File: config.mk
export PLATFORM = sky130hd
export DESIGN_NAME = oam_dma
export DESIGN_NICKNAME = d
export VERILOG_FILES = /design/src/rtl/oam_dma.sv
export SDC_FILE = /design/constraint.sdc
export NUM_CORES = 1
export LEC_CHECK = 0
export ABC_AREA = 1
export CAP_MARGIN = 20
export CORE_MARGIN = 3
export CORE_UTILIZATION = 44
export CTS_CLUSTER_SIZE = 14
export DETAILED_ROUTE_END_ITERATION = 7
export PLACE_DENSITY_LB_ADDON = 0.12
export SYNTH_ARGS = -nofsm -noshare
export SYNTH_HDL_FRONTEND = slang
export SYNTH_SLANG_ARGS = --single-unit
File: constraint.sdc
create_clock -name clk_ph1 -period 2 [get_ports clk_ph1]
set_clock_uncertainty 0.05 [all_clocks]
set_input_delay 0.4 -clock clk_ph1 [delete_from_list [all_inputs] [get_ports clk_ph1]]
set_output_delay 0.4 -clock clk_ph1 [all_outputs]
set_load 0.02 [all_outputs]
File: src/rtl/oam_dma.sv
// oam_dma: sprite DMA that snoops $4014 writes, halts the CPU and copies one page to OAM.
// Optional macro OAM_DMA_ODD_ALIGN_EN adds an ALIGN cycle so every READ lands on a get cycle.
module oam_dma #(
  parameter logic [15:0] TRIG_ADDR = 16'h4014,
  parameter logic [15:0] DEST_ADDR = 16'h2004
) (
  input  logic        clk_ph1,
  input  logic        rst,
  input  logic [15:0] cpu_addr,
  input  logic [7:0]  cpu_data_out,
  input  logic        cpu_r_nw,
  input  logic [7:0]  bus_data_in,
  output logic        cpu_rdy,
  output logic        dma_bus_en,
  output logic [15:0] dma_addr,
  output logic [7:0]  dma_data_out,
  output logic        dma_r_nw,
  output logic        dma_active
);

  localparam logic [2:0] S_IDLE  = 3'd0;
  localparam logic [2:0] S_HALT  = 3'd1;
  localparam logic [2:0] S_ALIGN = 3'd2;
  localparam logic [2:0] S_READ  = 3'd3;
  localparam logic [2:0] S_WRITE = 3'd4;

  logic [2:0]  r_state;
  logic [7:0]  r_page;
  logic [7:0]  r_idx;
  logic [7:0]  r_latch;
  logic        r_cpu_rdy;
  logic        r_dma_active;
  logic [15:0] r_last_addr;

  logic        w_trigger;
  logic        w_bus_en;
  logic [15:0] w_addr;
  logic [2:0]  w_halt_next;

  assign w_trigger = (r_state == S_IDLE) && !cpu_r_nw && (cpu_addr == TRIG_ADDR);
  assign w_bus_en  = (r_state == S_READ) || (r_state == S_WRITE);

  // Address holds its previous value whenever the DMA is not driving the bus.
  assign w_addr = (r_state == S_READ)  ? {r_page, r_idx} :
                  (r_state == S_WRITE) ? DEST_ADDR : r_last_addr;

`ifdef OAM_DMA_ODD_ALIGN_EN
  logic r_parity;

  // parity=0 is a get cycle; a halt on a get cycle needs one more dummy cycle.
  always_ff @(posedge clk_ph1 or posedge rst) begin
    if (rst) r_parity <= 1'b0;
    else     r_parity <= ~r_parity;
  end

  assign w_halt_next = r_parity ? S_READ : S_ALIGN;
`else
  assign w_halt_next = S_READ;
`endif

  always_ff @(posedge clk_ph1 or posedge rst) begin
    if (rst) begin
      r_state      <= S_IDLE;
      r_page       <= 8'h00;
      r_idx        <= 8'h00;
      r_latch      <= 8'h00;
      r_cpu_rdy    <= 1'b1;
      r_dma_active <= 1'b0;
      r_last_addr  <= 16'h0000;
    end else begin
      r_last_addr <= w_addr;
      case (r_state)
        S_IDLE: begin
          if (w_trigger) begin
            r_page       <= cpu_data_out;
            r_idx        <= 8'h00;
            r_state      <= S_HALT;
            r_cpu_rdy    <= 1'b0;
            r_dma_active <= 1'b1;
          end
        end
        // The CPU only stops on a read cycle, so wait out any writes here.
        S_HALT: begin
          if (cpu_r_nw) r_state <= w_halt_next;
        end
        S_ALIGN: r_state <= S_READ;
        S_READ: begin
          r_latch <= bus_data_in;
          r_state <= S_WRITE;
        end
        S_WRITE: begin
          if (r_idx == 8'hFF) begin
            r_state      <= S_IDLE;
            r_cpu_rdy    <= 1'b1;
            r_dma_active <= 1'b0;
          end else begin
            r_idx   <= r_idx + 8'd1;
            r_state <= S_READ;
          end
        end
        default: r_state <= S_IDLE;
      endcase
    end
  end

  assign cpu_rdy      = r_cpu_rdy;
  assign dma_active   = r_dma_active;
  assign dma_bus_en   = w_bus_en;
  assign dma_addr     = w_addr;
  assign dma_data_out = r_latch;
  assign dma_r_nw     = (r_state != S_WRITE);

endmodule

==> results.py <==
metrics = {
    "sta": {
        "fin_crit_sh_pct": 101,
        "finalSetupViolations": 1,
        "holdWs_ps": 347,
        "fmax_mhz": 497,
        "rsz0062_at_grt": "yes",
        "drv_slew": 0,
        "final_hold_viol_count": 0,
        "worst_slack_ps": -11.0,
        "max-slew-margin-rel_pct": 76.0,
        "period_needed_ps": 2010,
        "worst_slew_pin_slew_ps": 360,
    },
    "flow_run": {
        "cap_violations": 0,
    },
    "power": {
        "swShare_pct": 20.9,
        "seqPwrFrac_pct": 58.8,
        "vdd_drop_max_v": 0.000469,
        "power.leakage_nw": 1.46,
        "p_switching_mw": 0.323,
        "power.internal_mw": 1.23,
        "powerDensity_nw_per_um2": 541,
        "pwr-share-comb_pct": 6.8,
        "power_frac_clock_pct": 34.4,
    },
    "finish": {
        "nets": 348,
        "diodes": 0,
        "mostFrequentLayoutCell": "nand2_1",
        "syn2layout_area_growth_pct": 42.2,
        "mostFrequentLayoutCells": "64 x nand2_1, 44 x dfrtp_1, 44 x clkdlybuf4s50_1",
        "drive_gt1_share_pct": 20.4,
        "final_cells": 363,
    },
    "floorplanning": {
        "dieArea_sq_um": 5420,
        "initial_core_util_pct": 47.9,
        "num_rows": 23,
        "core_sq_um": 4200,
        "fp.dieH_microns": 73.6,
        "ioPinCount": 63,
        "dieWidth_microns": 73.6,
    },
    "worst_setup_path": {
        "worstPathRequired_ps": 1550,
        "crit_path_start_kind": "flip-flop",
        "end_kind": "output pin",
        "worst-path-max-fanout": 14,
        "critPathArrivalTime_ps": 1560,
        "criticalPathCategory": "reg2out",
    },
    "cts": {
        "h-tree-depth": 2,
        "cts_tree": "yes",
        "clkSinkCount": 45,
        "cts_hold_buf": 0,
        "path_clk_slew_ps": 80,
        "clk_latency_ps": 290,
        "cts_buffer_depth": 2,
        "cts_buffers": 5,
        "cts_root_buffer": "clkbuf_8",
    },
    "drt": {
        "drt_drc_violations_left": 0,
        "vias": 1750,
        "drt_iter0_drc": 57,
        "dr.pass1.iters": 4,
        "ant_nets": 0,
        "wire_per_inst_microns": 12.5,
        "vias_per_cell": 4.82,
        "wl_mm": 4.53,
    },
    "grt": {
        "grt_pass1_vias": 1729,
        "grt_pass1_wl_mm": 7.59,
        "overflow": 0,
        "grt_usage_pct": 18.1,
        "antenna_found_initial": 0,
        "grt_max_degree": 23,
    },
    "outcome": {
        "status": "finished, violations left",
        "violations": "setup timing",
    },
    "placement": {
        "placed_cells": 355,
        "io_buffer_count": 62,
        "hpwl_mm": 3.43,
        "gp_congestion": 0.783,
    },
    "synth": {
        "avgSynthCellArea_sq_um": 8.53,
        "synth_warnings": 0,
        "syn-cell-area_sq_um": 2010,
        "synth_area_leader_cell": "dfrtp_1",
        "synth-seq-area-share_pct": 56.0,
        "async_flop_share_pct": 100,
        "syn_inst": 236,
        "synth_flop_cell": "dfrtp_1",
        "synthDistinctLibCells": 29,
        "yosys-top-cells-area": "dfrtp_1 55%, nand2_1 12%, nor2_1 5.2%",
        "synthesis.nets": 272,
        "synth_edf_count": 0,
        "netlist.area_leader.share_pct": 54.7,
        "synth-seq-cells": 45,
    },
    "hold_path": {
        "hp-class": "in2async",
    },
}
## final timing paths
kind	depth (start not counted)	from	slack, ps	to
max	7	r_state[0]	-10	dma_addr[1]
min	2	rst	350	dma_data_out[2]
max reg2reg	9	r_state[0]	450	r_page[2]
min reg2reg	2	cpu_rdy	420	cpu_rdy
max in group asynchronous	3	rst	1010	cpu_rdy
min in group clk_ph1	2	cpu_rdy	420	cpu_rdy
## worst max-delay path: stages, from the launching register on
cell	delay, ps
dfrtp_1	400
buf_6	130
nor2_4	100
nand2_2	70
nand2_4	110
inv_8	60
a22o_4	230
buf_4	150
## power by group through the flow
| stage | Combinational [mW] | Sequential, mW | Clock (mW) |
|---|---|---|---|
| after floorplan | 0.0247 | 0.929 | 0 |
| after global placement | 0.107 | 0.928 | 0 |
| after CTS | 0.108 | 0.910 | 0.558 |
| final | 0.106 | 0.910 | 0.533 |
| after global routing | 0.117 | 0.910 | 0.581 |
| after detailed placement | 0.107 | 0.928 | 0 |
## flip-flops by register name, summed over array words and instances, names as in the netlist
name	flops
r_last_addr	16
dma_data_out	8
r_idx	8
r_page	8
r_state	3
cpu_rdy	1
dma_active	1
## through the flow
| stage | util [%] | instance area (sq um) | worst slack (ps) | total power [mW] | setup TNS (ps) |
|---|---|---|---|---|---|
| after floorplan | - | 2010 | 178 | 0.953 | 0 |
| after global placement | 65.8 | 2760 | -191 | 1.04 | -1620 |
| after detailed placement | 65.8 | 2760 | -223 | 1.04 | -2260 |
| after CTS | 67.2 | 2820 | -98.4 | 1.58 | -625 |
| after global routing | 68.1 | 2860 | -81.5 | 1.61 | -170 |
| final | 68.1 | 2860 | -11.0 | 1.55 | -11.0 |
## synth_stat cells (2+ instances only)
cell / n
inv_2: 3
dfrtp_1: 44
o21ai_1: 7
clkbuf_1: 2
inv_1: 25
nand2_1: 64
o21ai_0: 14
nor2_1: 28
a21oi_1: 10
nand3_1: 13
buf_6: 2
nand2_2: 3
nor2_4: 2
nand2_4: 2
xor2_1: 3
## layer usage
| metal | GRT usage [%] | wire length (microns) | vias up |
|---|---|---|---|
| li1 | - | - | 889 |
| met1 | 24.9 | 2110 | 806 |
| met2 | 27.7 | 2100 | 49 |
| met3 | 5.34 | 279 | 6 |
| met4 | 5.23 | 46 | 0 |
| met5 | 0 | 0 | - |
## cells by family (layout without fill, tap and decap cells)
group	after synthesis	count (layout)	share of synthesized area, %
buffers and inverters	35	112	7.65
DFF	45	45	56.0
and+or+nand+nor	119	119	25.9
xor gates and xnor gates	3	3	1.31
AOI/OAI and AO/OA	33	33	8.46
adders and majority gates	1	1	0.622
## timing repair
action / 4_1_cts / 5_1_grt
endpoints found under the setup margin: 18 / 16
gates resized for setup: 76 / 35
pin swaps: 0 / 2
setup buffers: 0 / 0
## cell type report
type	instances	area (sq um)
clock buffers	7	76.3
clock inverters	1	7.51
fillers	383	1340
inverters	29	119
multi-input cells	156	781
flip-flops and latches	45	1130
well taps	50	62.6
repair buffers	75	688
(Power assumes the default switching activity.)
